**src/rtl/cic_rate_ctrl.sv**
```systemverilog
// -----------------------------------------------------------------------------
// cic_rate_ctrl
//
// Purpose: sits between an upstream sample source, a cic_decimator instance and
// the downstream consumer, and owns the decimator's rate input and synchronous
// reset. A rate change runs in a fixed order: block input, drain the pending
// output, reset the filter while loading the new rate, discard the N settling
// outputs, then resume full streaming. The same flush/settle sequence runs
// after power-on reset.
//
// States: FLUSH (cic_rst high for two cycles) -> SETTLE (discard N outputs)
//         -> RUN (passthrough, accepts cfg) -> DRAIN (finish pending output)
//         -> FLUSH.
//
// Ports:
//   clk, rst_n                      clock, asynchronous active-low reset
//   cfg_rate/cfg_valid/cfg_ready    rate change request (accepted only in RUN)
//   s_tdata/s_tvalid/s_tready       upstream sample stream
//   cic_input_*                     to/from decimator input
//   cic_output_*                    to/from decimator output
//   m_tdata/m_tvalid/m_tready       downstream sample stream
//   cic_rst                         registered active-high sync reset to decimator
//   cic_rate                        registered rate to decimator
//   busy                            high in every state except RUN
//
// Optional feature (macro CIC_DROP_CNT_EN):
//   drop_count[15:0]                saturating count of discarded settle outputs
// -----------------------------------------------------------------------------
module cic_rate_ctrl #(
  parameter int WIDTH        = 16,
  parameter int RMAX         = 4,
  parameter int M            = 1,
  parameter int N            = 2,
  parameter int DEFAULT_RATE = 4,
  parameter int RW           = $clog2(RMAX + 1),
  parameter int REG_WIDTH    = WIDTH + $clog2((RMAX * M) ** N)
) (
  input  logic                 clk,
  input  logic                 rst_n,
  input  logic [RW-1:0]        cfg_rate,
  input  logic                 cfg_valid,
  output logic                 cfg_ready,
  input  logic [WIDTH-1:0]     s_tdata,
  input  logic                 s_tvalid,
  output logic                 s_tready,
  output logic [WIDTH-1:0]     cic_input_tdata,
  output logic                 cic_input_tvalid,
  input  logic                 cic_input_tready,
  input  logic [REG_WIDTH-1:0] cic_output_tdata,
  input  logic                 cic_output_tvalid,
  output logic                 cic_output_tready,
  output logic [REG_WIDTH-1:0] m_tdata,
  output logic                 m_tvalid,
  input  logic                 m_tready,
  output logic                 cic_rst,
  output logic [RW-1:0]        cic_rate,
  output logic                 busy
`ifdef CIC_DROP_CNT_EN
  ,
  output logic [15:0]          drop_count
`endif
);

  localparam int SCW = $clog2(N + 1);

  typedef enum logic [1:0] {
    FLUSH,
    SETTLE,
    RUN,
    DRAIN
  } state_t;

  state_t         state, state_next;
  logic           flush_cnt;    // one bit: cic_rst spans exactly two cycles
  logic [SCW-1:0] settle_cnt;
  logic [RW-1:0]  rate_q;       // requested rate, held until the next flush
  logic           cfg_fire;
  logic           out_fire;
  logic           settle_done;

  // Out-of-range requests are pulled into 1..RMAX so the decimator never
  // sees an illegal rate.
  function automatic logic [RW-1:0] clamp_rate(input logic [RW-1:0] r);
    if (r == '0)          return RW'(1);
    if (int'(r) > RMAX)   return RW'(RMAX);
    return r;
  endfunction

  assign cfg_fire    = cfg_valid && cfg_ready;
  assign out_fire    = cic_output_tvalid && cic_output_tready;
  assign settle_done = (settle_cnt == SCW'(N - 1));

  // Data never needs muxing; only the handshakes are gated by state.
  assign cic_input_tdata = s_tdata;
  assign m_tdata         = cic_output_tdata;

  always_ff @(posedge clk or negedge rst_n) begin
    // NOTE: sequential state uses non-blocking assignments so every register
    // samples pre-edge values, independent of statement order.
    if (!rst_n) state <= FLUSH;
    else        state <= state_next;
  end

  always_comb begin
    // NOTE: every signal driven here gets a default first, so no path can
    // leave one unassigned and infer a latch.
    state_next        = state;
    cfg_ready         = 1'b0;
    s_tready          = 1'b0;
    cic_input_tvalid  = 1'b0;
    cic_output_tready = 1'b0;
    m_tvalid          = 1'b0;
    busy              = 1'b1;

    unique case (state)
      FLUSH: begin
        if (flush_cnt) state_next = SETTLE;
      end

      SETTLE: begin
        // Filter is refilling: feed it, swallow its output.
        cic_input_tvalid  = s_tvalid;
        s_tready          = cic_input_tready;
        cic_output_tready = 1'b1;
        if (out_fire && settle_done) state_next = RUN;
      end

      RUN: begin
        cic_input_tvalid  = s_tvalid;
        s_tready          = cic_input_tready;
        m_tvalid          = cic_output_tvalid;
        cic_output_tready = m_tready;
        cfg_ready         = 1'b1;
        busy              = 1'b0;
        if (cfg_fire) state_next = DRAIN;
      end

      DRAIN: begin
        // Input stays blocked; a completed output may still be delivered.
        m_tvalid          = cic_output_tvalid;
        cic_output_tready = m_tready;
        if (!cic_output_tvalid || m_tready) state_next = FLUSH;
      end

      default: state_next = FLUSH;
    endcase
  end

  always_ff @(posedge clk or negedge rst_n) begin
    if (!rst_n) begin
      cic_rst    <= 1'b1;
      cic_rate   <= RW'(DEFAULT_RATE);
      rate_q     <= RW'(DEFAULT_RATE);
      flush_cnt  <= 1'b0;
      settle_cnt <= '0;
    end else begin
      // Registered so the decimator reset is glitch-free and aligned with FLUSH.
      cic_rst   <= (state_next == FLUSH);
      flush_cnt <= (state == FLUSH) ? ~flush_cnt : 1'b0;

      if (cfg_fire) rate_q <= clamp_rate(cfg_rate);

      // New rate lands on the same edge that raises cic_rst.
      if (state == DRAIN && state_next == FLUSH) cic_rate <= rate_q;

      if (state == SETTLE && out_fire)
        settle_cnt <= settle_done ? '0 : settle_cnt + 1'b1;
    end
  end

`ifdef CIC_DROP_CNT_EN
  always_ff @(posedge clk or negedge rst_n) begin
    if (!rst_n)
      drop_count <= '0;
    else if (state == SETTLE && out_fire && drop_count != 16'hFFFF)
      drop_count <= drop_count + 16'd1;
  end
`endif

endmodule
```
**config.mk**
```make
export PLATFORM = sky130hd
export DESIGN_NAME = cic_rate_ctrl
export DESIGN_NICKNAME = d
export VERILOG_FILES = /design/src/rtl/cic_rate_ctrl.sv
export SDC_FILE = /design/constraint.sdc
export NUM_CORES = 1
export LEC_CHECK = 0
export ABC_AREA = 1
export CAP_MARGIN = 5
export CORE_MARGIN = 2
export CORE_UTILIZATION = 32
export DETAILED_ROUTE_END_ITERATION = 8
export PLACE_DENSITY = 0.87
export SETUP_SLACK_MARGIN = 0.3
export SYNTH_ARGS = -nofsm -noshare
export SYNTH_HDL_FRONTEND = slang
export SYNTH_SLANG_ARGS = --single-unit
export TNS_END_PERCENT = 50
```
**constraint.sdc**
```tcl
create_clock -name clk -period 2.75 [get_ports clk]
set_input_delay 0.6875 -clock clk [delete_from_list [all_inputs] [get_ports clk]]
set_output_delay 0.6875 -clock clk [all_outputs]
set_load 0.005 [all_outputs]
```
# After elaboration in Yosys (flattened, before gate mapping)
# Index checks and enable logic that the tools add are counted.
# op_classes
eq_ne,4
mux,22
bitwise,1
reduce_logical,12
addsub,1
magnitude_cmp,1
# ops
cell,n
$mux W3,4
$mux W1,11
$mux W2,5
$pmux W2 S4,1
$logic_and A1 B1 Y1,5
$eq A2 B1 Y1 const B,2
$eq A2 B2 Y1 const B,2
$logic_not A2 Y1,2
$reduce_or A2 Y1,2
$gt A3 B3 Y1 const B,1
$logic_not A3 Y1,1
$add A2 B1 Y2 const B,1
$pmux W1 S2,1
$logic_not A1 Y1,1
$logic_or A1 B1 Y1,1
$not A1 Y1,1
# word_totals
reg_bits,12
output_inout_bits,46

# Depth between registers and ports, before layout
# Gate-level depths: netlist (run 1).
# logic_depth
word_depth,9
depth_mapped,11
mapped_depth_nobuf,11

# Least setup slack after synthesis (run 1)
# No wires, ideal clock.
# synth_timing
path_type,register to output
start,register state[0]
end,output m_tvalid
setup_slack_ns,1.155
required_time_ns,2.062
stages_incl_launch_ff,4
n_path_buf,0
arrival_ns,0.907
cell_sequence,dfrtp_1 inv_1 ha_1 o21a_1
# synth_between
elab_chain_len,3
word_cells_on_any_way,4
# synth_rtl
element,line,source
start: declaration,73,"state_t state, state_next;"
start signal: assignment,101,else state <= state_next;
$eq A2 B2 Y1,115,unique case (state)
$reduce_or A2 Y1 (no source line) (*),--,
$mux W1 (*),115,
end: declaration,53,"output logic m_tvalid,"
# Every way passes the cells marked *; elsewhere a longest branch is shown, timed or not.

# Final worst setup path (run 1)
# layout_timing
start,input cic_input_tready
end,output s_tready
# layout_between
elab_chain_len,1
# layout_rtl
element,line,source
start: declaration,48,"input logic cic_input_tready,"
$mux W1,115,
end: declaration,45,"output logic s_tready,"
# Every way passes these cells.

==> metrics.csv, run 1 <==
metric,value,unit
share of cells above drive strength 1,0.192,
chip height,57.8,microns
# rows,19,
Final ANT Viol Nets,0,
clock net sink count,12,
Worst-Margin Slew,542,ps
"Largest delay share family, worst path",buffers and inverters,
Final min period,2410,ps
first drt pass iteration count,4,
Via Count,610,
CP max stage delay,490,ps
Crit path depth,4,
leak pwr,0.493,nW
vias in the first global route,612,
Final GP Congestion,0.809,
dpl cells,125,
status,"complete, no violations",
CP arrival,1720,ps
area of the multi-input gates,299,sq um
GR Layer Usage met2,0.169,
reg-to-reg startpoint,state[0],
hold path depth,1,
IO Pins,92,
required time worst endpoint,2060,ps
hpwl dp,1350,microns
overall routing resource usage,0.104,
Synth cell types,21,
Setup crit start kind,input port,
DRC Markers,0,
Final Util,0.340,
critical path's most frequent cell,clkdlybuf4s50_1,
maximum vdd drop,0.390,mV
CP max-delay cell,clkdlybuf4s50_1,
R2R setup slack,1020,ps
critical path endpoint category,output pin,
area delta synth->final,1.21,%
unrepaired setup endpoints after global routing,true,
largest net degree at the start of global routing,13,
Finish-stage setup viols,0,
sum of negative setup slack,0,ps
WL final,1650,microns
power per cell area,976,mW/mm^2
max cap viols,0,
register area,307,sq um
mean post-synth cell area,8.35,sq um
"Clk pin slew, worst setup/hold paths",80,ps
Initial Utilization,0.336,
die area,0.00334,sq mm
HP Start,flush_cnt,
cell depth of the worst flop-to-flop path,11,
Synth Warn #,0,
Crit Path Max Fanout,1,
GRT overflow,0,
WL/cell,12.7,microns
mapped cell area,927,sq um
CTS tree,done,
Post-CTS Hold Buffers,0,
Tcrit/Tclk final,0.876,
"Seq/Total Area, Yosys",0.328,
Relative slew margins,0.638,
#FFs+latches synth,12,
placed cell area,886,sq um
Nets,151,
Max Fclk,415,MHz
Max Buffers Root-to-Sink,2,
CP cell instances,"clkdlybuf4s50_1, nand2_1, inv_1, clkdlybuf4s50_1",
Top Usage Layer GRT,met2,
n_diodes,0,
CTS Buf Count,3,
filler cell count,296,
Worst-Skew Late Latency,280,ps
count of final max-slew check failures,0,
port bufs,19,
buffers plus inverters on the worst setup path,3,
final instance area,938,sq um
syn_nets,162,
Post-Syn Instances,111,
Setup Skew,1.86,ps
core area,0.00276,sq mm
global-route met1 utilization,0.0948,
Non-Filler Instances,130,
Fin. Hold Viols,0,
worst-case hold path end point,flush_cnt,
met3 Use GR,0.0580,
clk root buf,clkbuf_4,
H-tree depth,1,
RR Endpoint,cic_rate[0],
vias per std cell,4.69,
worst min-delay path category,reg -> reg,
die width,57.8,microns
first-pass GRT wire length,2610,microns
drt initial violations,4,
initial antenna violation count,0,
Setup CP Type,in -> out,
[how the worst max path moves through the flow]
| stage | end | slack, ps | start |
|---|---|---|---|
| after floorplan | m_tvalid | 1160 | state[0] |
| final | s_tready | 340 | cic_input_tready |
| after global routing | s_tready | 300 | cic_input_tready |
| after CTS | m_tvalid | 170 | cic_output_tvalid |
| after global placement | m_tvalid | 200 | cic_output_tvalid |
| after detailed placement | cic_output_tready | 160 | m_tready |
[per-stage QoR]
stage,hold WS [ps],setup WS (ps),power (mW)
after floorplan,392,1160,0.616
after global placement,408,200,0.737
after detailed placement,434,155,0.772
after CTS,446,172,0.910
after global routing,457,295,0.993
final,443,340,0.916
[registers in the layout, summed over array words and instances (netlist names)]
name and flops:
cic_rate 3, cic_rst 1, flush_cnt 1, rate_q 3, settle_cnt 2, state 2
[metal layers]
metal / share of wire / vias to the layer above / routed length (microns)
li1: - / 285 / -
met3: 0.11 / 6 / 176
met4: 0.033 / 0 / 55
met2: 0.52 / 22 / 849
met1: 0.34 / 297 / 566
met5: 0 / - / 0
[synthesized netlist by cell type (all sizes together)]
master	n	area [sq um]
xor2	1	8.76
nor2	7	28.8
ha	5	62.6
a21oi	3	30.0
nand2	18	70.1
dfstp	3	78.8
nand3	4	30.0
a22o	1	8.76
and3	1	7.51
inv	15	56.3
buf	36	270
o21a	2	15.0
nand4	4	25.0
dfrtp	9	225
o21ai	2	10.0
[report_power, final]
part / total (mW) / switching [mW] / internal (mW)
sequential: 0.308 / 0.0451 / 0.263
combinational: 0.465 / 0.252 / 0.213
clock: 0.143 / 0.0623 / 0.0805
total: 0.916 / 0.359 / 0.557
[layout by cell type, fill, tap and decap left out, types with 3 or more instances in the layout]
master	Yosys	layout
nand4_1	4	4
clkbuf_4	0	3
inv_1	14	14
dfstp_2	3	3
nor2_1	6	6
clkdlybuf4s50_1	0	16
dfrtp_1	9	7
ha_1	5	4
nand2_1	17	17
[timing repair]
action | in CTS | in global routing
resized for setup | 1 | 5
setup endpoints to repair | 2 | 4
setup buffers | 0 | 1
[layout make-up]
type | instances | share of cell area
multi-input cells | 48 | 0.319
well taps | 31 | 0.0413
repair buffers | 20 | 0.215
clock buffers | 4 | 0.0387
flip-flops and latches | 12 | 0.327
inverters | 15 | 0.0600
[cells by family after synthesis]
family | after synthesis | synth area share
AO/OA/AOI/OAI | 8 | 0.0688
XOR/XNOR | 1 | 0.00945
flip-flops | 12 | 0.328
adder cells (fa/ha/maj) | 5 | 0.0675
buffers and inverters | 51 | 0.352
AND/OR/NAND/NOR | 34 | 0.174
Note: power is estimated with default switching activity, not from simulation.
==> run 2, diff against run 1 <==
--- a/config.mk
+++ b/config.mk
@@ -10,6 +10,7 @@
 export CORE_MARGIN = 2
 export CORE_UTILIZATION = 32
 export DETAILED_ROUTE_END_ITERATION = 8
+export GPL_TIMING_DRIVEN = 0
 export PLACE_DENSITY = 0.87
 export SETUP_SLACK_MARGIN = 0.3
 export SYNTH_ARGS = -nofsm -noshare
==> run 2 against run 1 <==
  * Power is 6.5% higher
  * Clock power is 6% lower
  * Sequential power hardly changed
  * Non-clock buffer count is 71 higher
  * Die area stayed put
  * Flip-flop and latch count stayed put
  * Fmax hardly changed
  * Design area is 66% higher
  * Sequential share of layout area is 13 points lower
  * Register-to-register slack worse by 20 ps
  * Setup slack better by 1.9 ps
  * Worst hold slack worse by 29 ps
==> metrics.csv, run 2 (synthesized netlist as in run 1, its figures left out) <==
metric,value,unit,change
first drt pass iteration count,2,,was 4
vias in the first global route,709,,was 612
share of cells above drive strength 1,0.312,,was 0.192
Comb pwr share,0.546,,was 0.508
critical path endpoint category,output pin,,unchanged
part of the power in registers,0.316,,was 0.336
sum of negative setup slack,0,ps,unchanged
power per cell area,626,mW/mm^2,was 976 mW/mm^2
Max Fclk,415,MHz,about the same
Fin. Hold Viols,0,,unchanged
Tcrit/Tclk final,0.876,,about the same
IO Pins,92,,unchanged
die area,0.00334,sq mm,unchanged
R2R setup slack,1000,ps,was 1020 ps
pre-CTS WS,163,ps,was 155 ps
Worst-Skew Late Latency,270,ps,was 280 ps
core area,0.00276,sq mm,unchanged
chip height,57.8,microns,unchanged
initial antenna violation count,0,,unchanged
Crit Path Max Fanout,1,,unchanged
Final min period,2410,ps,about the same
Relative slew margins,0.657,,was 0.638
CTS tree,done,,unchanged
Setup Skew,8.24,ps,was 1.86 ps
first-pass GRT wire length,2910,microns,was 2610 microns
GRT overflow,0,,unchanged
clk root buf,clkbuf_4,,unchanged
Worst-Margin Slew,513,ps,was 542 ps
n_diodes,0,,unchanged
area of the multi-input gates,297,sq um,was 299 sq um
status,"complete, no violations",,unchanged
clock net sink count,12,,unchanged
die width,57.8,microns,unchanged
filler cell count,251,,was 296
Final ANT Viol Nets,0,,unchanged
Via Count,833,,was 610
Post-CTS Hold Buffers,0,,unchanged
top flop regs,"cic_rate x3, rate_q x3",,unchanged
leak pwr,0.805,nW,was 0.493 nW
Nets,222,,was 151
share of total power in the clock network,0.138,,was 0.156
WL final,1960,microns,was 1650 microns
Final GP Congestion,0.827,,was 0.809
Finish-stage setup viols,0,,unchanged
"most common cell after layout, fill and taps aside",clkdlybuf4s50_1,,was nand2_1
cell depth of the worst flop-to-flop path,10,,was 11
max cap viols,0,,unchanged
largest net degree at the start of global routing,13,,unchanged
WL/cell,9.75,microns,was 12.7 microns
H-tree depth,1,,unchanged
drt initial violations,6,,was 4
P_int,0.626,mW,was 0.557 mW
Initial Utilization,0.336,,unchanged
area delta synth->final,68.2,%,was 1.21%
Setup CP Type,in -> out,,unchanged
"Clk pin slew, worst setup/hold paths",60,ps,was 80 ps
CTS Buf Count,3,,unchanged
Psw,0.350,mW,was 0.359 mW
crit path launch,s_tvalid,,was cic_input_tready
register area,307,sq um,unchanged
unrepaired setup endpoints after global routing,true,,unchanged
reg-to-reg startpoint,state[0],,unchanged
worst min-delay path category,reg -> reg,,unchanged
hpwl dp,1730,microns,was 1350 microns
Setup crit start kind,input port,,unchanged
CP arrival,1720,ps,about the same
# rows,19,,unchanged
RR Endpoint,cic_rate[0],,unchanged
Max Buffers Root-to-Sink,2,,unchanged
port bufs,55,,was 19
required time worst endpoint,2060,ps,about the same
crit path to,cic_input_tvalid,,was s_tready
sw frac,0.359,,was 0.392
PnR worst setup slack,342,ps,was 340 ps
overall routing resource usage,0.114,,was 0.104
count of final max-slew check failures,0,,unchanged
most frequent cells in the layout,"52 x clkdlybuf4s50_1, 36 x buf_4, 17 x nand2_1",,"was 17 x nand2_1, 16 x clkdlybuf4s50_1, 14 x inv_1"
DRC Markers,0,,unchanged
vias per std cell,4.14,,was 4.69
maximum vdd drop,0.388,mV,was 0.390 mV
run 2: how the worst min path moves through the flow:
stage                        endpoint  cells after the start  slack, ps      start
final                       flush_cnt                      1        410  flush_cnt
after floorplan           cic_rate[0]                      0        390      rst_n
after global placement      flush_cnt                      1        410  flush_cnt
after detailed placement    flush_cnt                      1        410  flush_cnt
after global routing        flush_cnt                      1        440  flush_cnt
after CTS                   flush_cnt                      1        420  flush_cnt
run 2: final cells by class:
class,count,share of cell area
Timing Repair Buffer,55,0.356
Sequential cell,12,0.197
Multi-Input combinational cell,48,0.190
Buffer,36,0.173
Inverter,15,0.0361
Tap cell,31,0.0249
Clock buffer,4,0.0233
run 2: through the flow:
step / total power [mW] / hold WS, ps / cell area [sq um] / utilization / std cells
CTS: 0.991 / 418 / 1550 / 0.563 / 201
global placement: 0.834 / 405 / 1520 / 0.550 / 197
global route: 1.06 / 436 / 1560 / 0.565 / 201
detailed placement: 0.852 / 409 / 1520 / 0.550 / 197
finish: 0.976 / 414 / 1560 / 0.565 / 201
floorplan: 0.616 / 392 / 927 / - / 111
run 2: power groups by stage:
stage          Sequential [mW]  Combinational (mW)  Clock (mW)
2_1_floorplan            0.301               0.315           0
3_3_place_gp             0.307               0.528           0
3_5_place_dp             0.309               0.543           0
4_1_cts                  0.309               0.544       0.138
5_1_grt                  0.318               0.593       0.153
6_report                 0.308               0.532       0.135
run 2: per-layer routing:
metal / global-route usage / up-vias / part of all wire
met5: 0 / - / 0
met4: 0.0299 / 0 / 0.0061
met3: 0.0536 / 4 / 0.12
met2: 0.208 / 46 / 0.52
met1: 0.117 / 358 / 0.36
li1: - / 425 / -
run 2: repair_timing:
| item | 4_1_cts | 5_1_grt |
|---|---|---|
| buffers inserted | 0 | 0 |
| setup endpoints to repair | 2 | 4 |
| resized for setup | 1 | 4 |
run 2: worst max-delay path: stages:
cell and delay, ps:
clkdlybuf4s50_1 450, nand2_1 50, inv_1 40, clkdlybuf4s50_1 490
==> run 3, diff against run 2 <==
--- a/config.mk
+++ b/config.mk
@@ -8,10 +8,11 @@
 export ABC_AREA = 1
 export CAP_MARGIN = 5
 export CORE_MARGIN = 2
-export CORE_UTILIZATION = 32
+export CORE_UTILIZATION = 33
+export CTS_BUF_LIST = sky130_fd_sc_hd__clkbuf_4
 export DETAILED_ROUTE_END_ITERATION = 8
 export GPL_TIMING_DRIVEN = 0
-export PLACE_DENSITY = 0.87
+export PLACE_DENSITY = 0.89
 export SETUP_SLACK_MARGIN = 0.3
 export SYNTH_ARGS = -nofsm -noshare
 export SYNTH_HDL_FRONTEND = slang
==> run 3 against run 2 <==
  * Critical path depth unchanged
  * Design area shrank 0.64%
  * Flip-flop and latch count stayed put
  * Sequential share of layout area grew 0.13 points
  * Wire length decreased by 7.4%
  * Utilization rose by 0.62 points
==> metrics.csv, run 3 (synthesized netlist as in run 1, its figures left out) <==
metric,value,unit,change
status,"complete, no violations",,unchanged
part of the power in registers,0.329,,was 0.316
sw frac,0.361,,was 0.359
power per cell area,605,mW/mm^2,was 626 mW/mm^2
core area,0.00271,sq mm,was 0.00276 sq mm
unrepaired setup endpoints after global routing,true,,unchanged
most frequent cells in the layout,"52 x clkdlybuf4s50_1, 36 x buf_4, 17 x nand2_1",,unchanged
max cap viols,0,,unchanged
Initial Utilization,0.342,,was 0.336
IO Pins,92,,unchanged
CTS Buf Count,3,,unchanged
chip height,57.0,microns,was 57.8 microns
"Clk pin slew, worst setup/hold paths",60,ps,about the same
Final min period,2410,ps,about the same
vias in the first global route,649,,was 709
area delta synth->final,67.1,%,was 68.2%
vias per std cell,4.08,,was 4.14
Final Power,0.937,mW,was 0.976 mW
Max Buffers Root-to-Sink,2,,unchanged
required time worst endpoint,2060,ps,about the same
Max Fclk,415,MHz,about the same
Setup crit start kind,input port,,unchanged
count of final max-slew check failures,0,,unchanged
Setup Skew,6.64,ps,was 8.24 ps
overall routing resource usage,0.108,,was 0.114
CP arrival,1720,ps,about the same
Nets,222,,unchanged
hpwl dp,1620,microns,was 1730 microns
filler cell count,259,,was 251
area of the multi-input gates,297,sq um,unchanged
register area,307,sq um,unchanged
largest net degree at the start of global routing,13,,unchanged
dpl cells,197,,unchanged
Worst-Skew Late Latency,260,ps,was 270 ps
Via Count,820,,was 833
Tcrit/Tclk final,0.875,,was 0.876
WL final,1820,microns,was 1960 microns
CTS tree,done,,unchanged
Relative slew margins,0.666,,was 0.657
clock net sink count,12,,unchanged
Final ANT Viol Nets,0,,unchanged
worst min-delay path category,reg -> reg,,unchanged
H-tree depth,1,,unchanged
leak pwr,0.799,nW,was 0.805 nW
die width,57.0,microns,was 57.8 microns
port bufs,55,,unchanged
initial antenna violation count,0,,unchanged
WL/cell,9.03,microns,was 9.75 microns
die area,0.00325,sq mm,was 0.00334 sq mm
share of total power in the clock network,0.110,,was 0.138
"most common cell after layout, fill and taps aside",clkdlybuf4s50_1,,unchanged
Psw,0.338,mW,was 0.350 mW
Finish-stage setup viols,0,,unchanged
first drt pass iteration count,4,,was 2
P_int,0.598,mW,was 0.626 mW
first-pass GRT wire length,2740,microns,was 2910 microns
critical path endpoint category,output pin,,unchanged
n_diodes,0,,unchanged
DRC Markers,0,,unchanged
sum of negative setup slack,0,ps,unchanged
GRT overflow,0,,unchanged
Fin. Hold Viols,0,,unchanged
# rows,19,,unchanged
top flop regs,"cic_rate x3, rate_q x3",,unchanged
Final GP Congestion,0.785,,was 0.827
Comb pwr share,0.561,,was 0.546
Crit Path Max Fanout,1,,unchanged
clk root buf,clkbuf_4,,unchanged
Setup CP Type,in -> out,,unchanged
Non-Filler Instances,201,,unchanged
R2R setup slack,1020,ps,was 1000 ps
maximum vdd drop,0.381,mV,was 0.388 mV
share of cells above drive strength 1,0.306,,was 0.312
drt initial violations,8,,was 6
Worst-Margin Slew,499,ps,was 513 ps
## run 3: cell count changes in the layout (fill, tap and decap cells not counted)
cell,previous run,this run
clkbuf_8,1,0
clkinv_1,0,1
## run 3: repair_timing
item,CTS,global route
resized for setup,1,4
endpoints found under the setup margin,2,4
buffers inserted,0,0
hold endpoints to repair,0,0
hold buffers,0,0
pin swaps,0,1
## run 3: power groups by stage
stage / clock (mW) / sequential [mW] / combinational (mW)
final: 0.103 / 0.308 / 0.526
after global routing: 0.122 / 0.321 / 0.586
after CTS: 0.110 / 0.308 / 0.539
after detailed placement: 0 / 0.310 / 0.538
after global placement: 0 / 0.306 / 0.527
after floorplan: 0 / 0.301 / 0.315
## run 3: per-stage QoR
stage | setup slack, ps | cell area, sq um | hold WS, ps | utilization
after floorplan | 1160 | 927 | 392 | -
after global placement | 176 | 1520 | 405 | 0.560
after detailed placement | 175 | 1520 | 412 | 0.560
after CTS | 232 | 1540 | 421 | 0.569
after global routing | 299 | 1550 | 446 | 0.572
final | 343 | 1550 | 417 | 0.572
## run 3: metal layers
metal,vias to the layer above,part of all wire,global-route usage
met5,-,0,0
met4,0,0.0033,0.0299
met3,2,0.098,0.0408
met2,43,0.50,0.182
met1,348,0.40,0.129
li1,427,-,-
## run 3: critical path, stage by stage
cell and delay, ps:
clkdlybuf4s50_1 450, nand2_1 50, inv_1 40, clkdlybuf4s50_1 490
## run 3: path summary, 6_finish.rpt
path,end,from,cells past startpoint
setup / recovery,cic_input_tvalid,s_tvalid,4
hold / removal,flush_cnt,flush_cnt,1
setup reg to reg,cic_rate[1],state[0],10
hold reg to reg,flush_cnt,flush_cnt,1
max in group asynchronous,state[1],rst_n,1
min in group asynchronous,settle_cnt[1],rst_n,1
## run 3: area by class of cell
class / count / share of cell area
timing repair buffer: 55 / 0.358
sequential: 12 / 0.198
multi-input combinational: 48 / 0.191
buffer: 36 / 0.174
inverter: 15 / 0.0363
tap: 31 / 0.0250
clock buffer: 3 / 0.0145
clock inverter: 1 / 0.00242
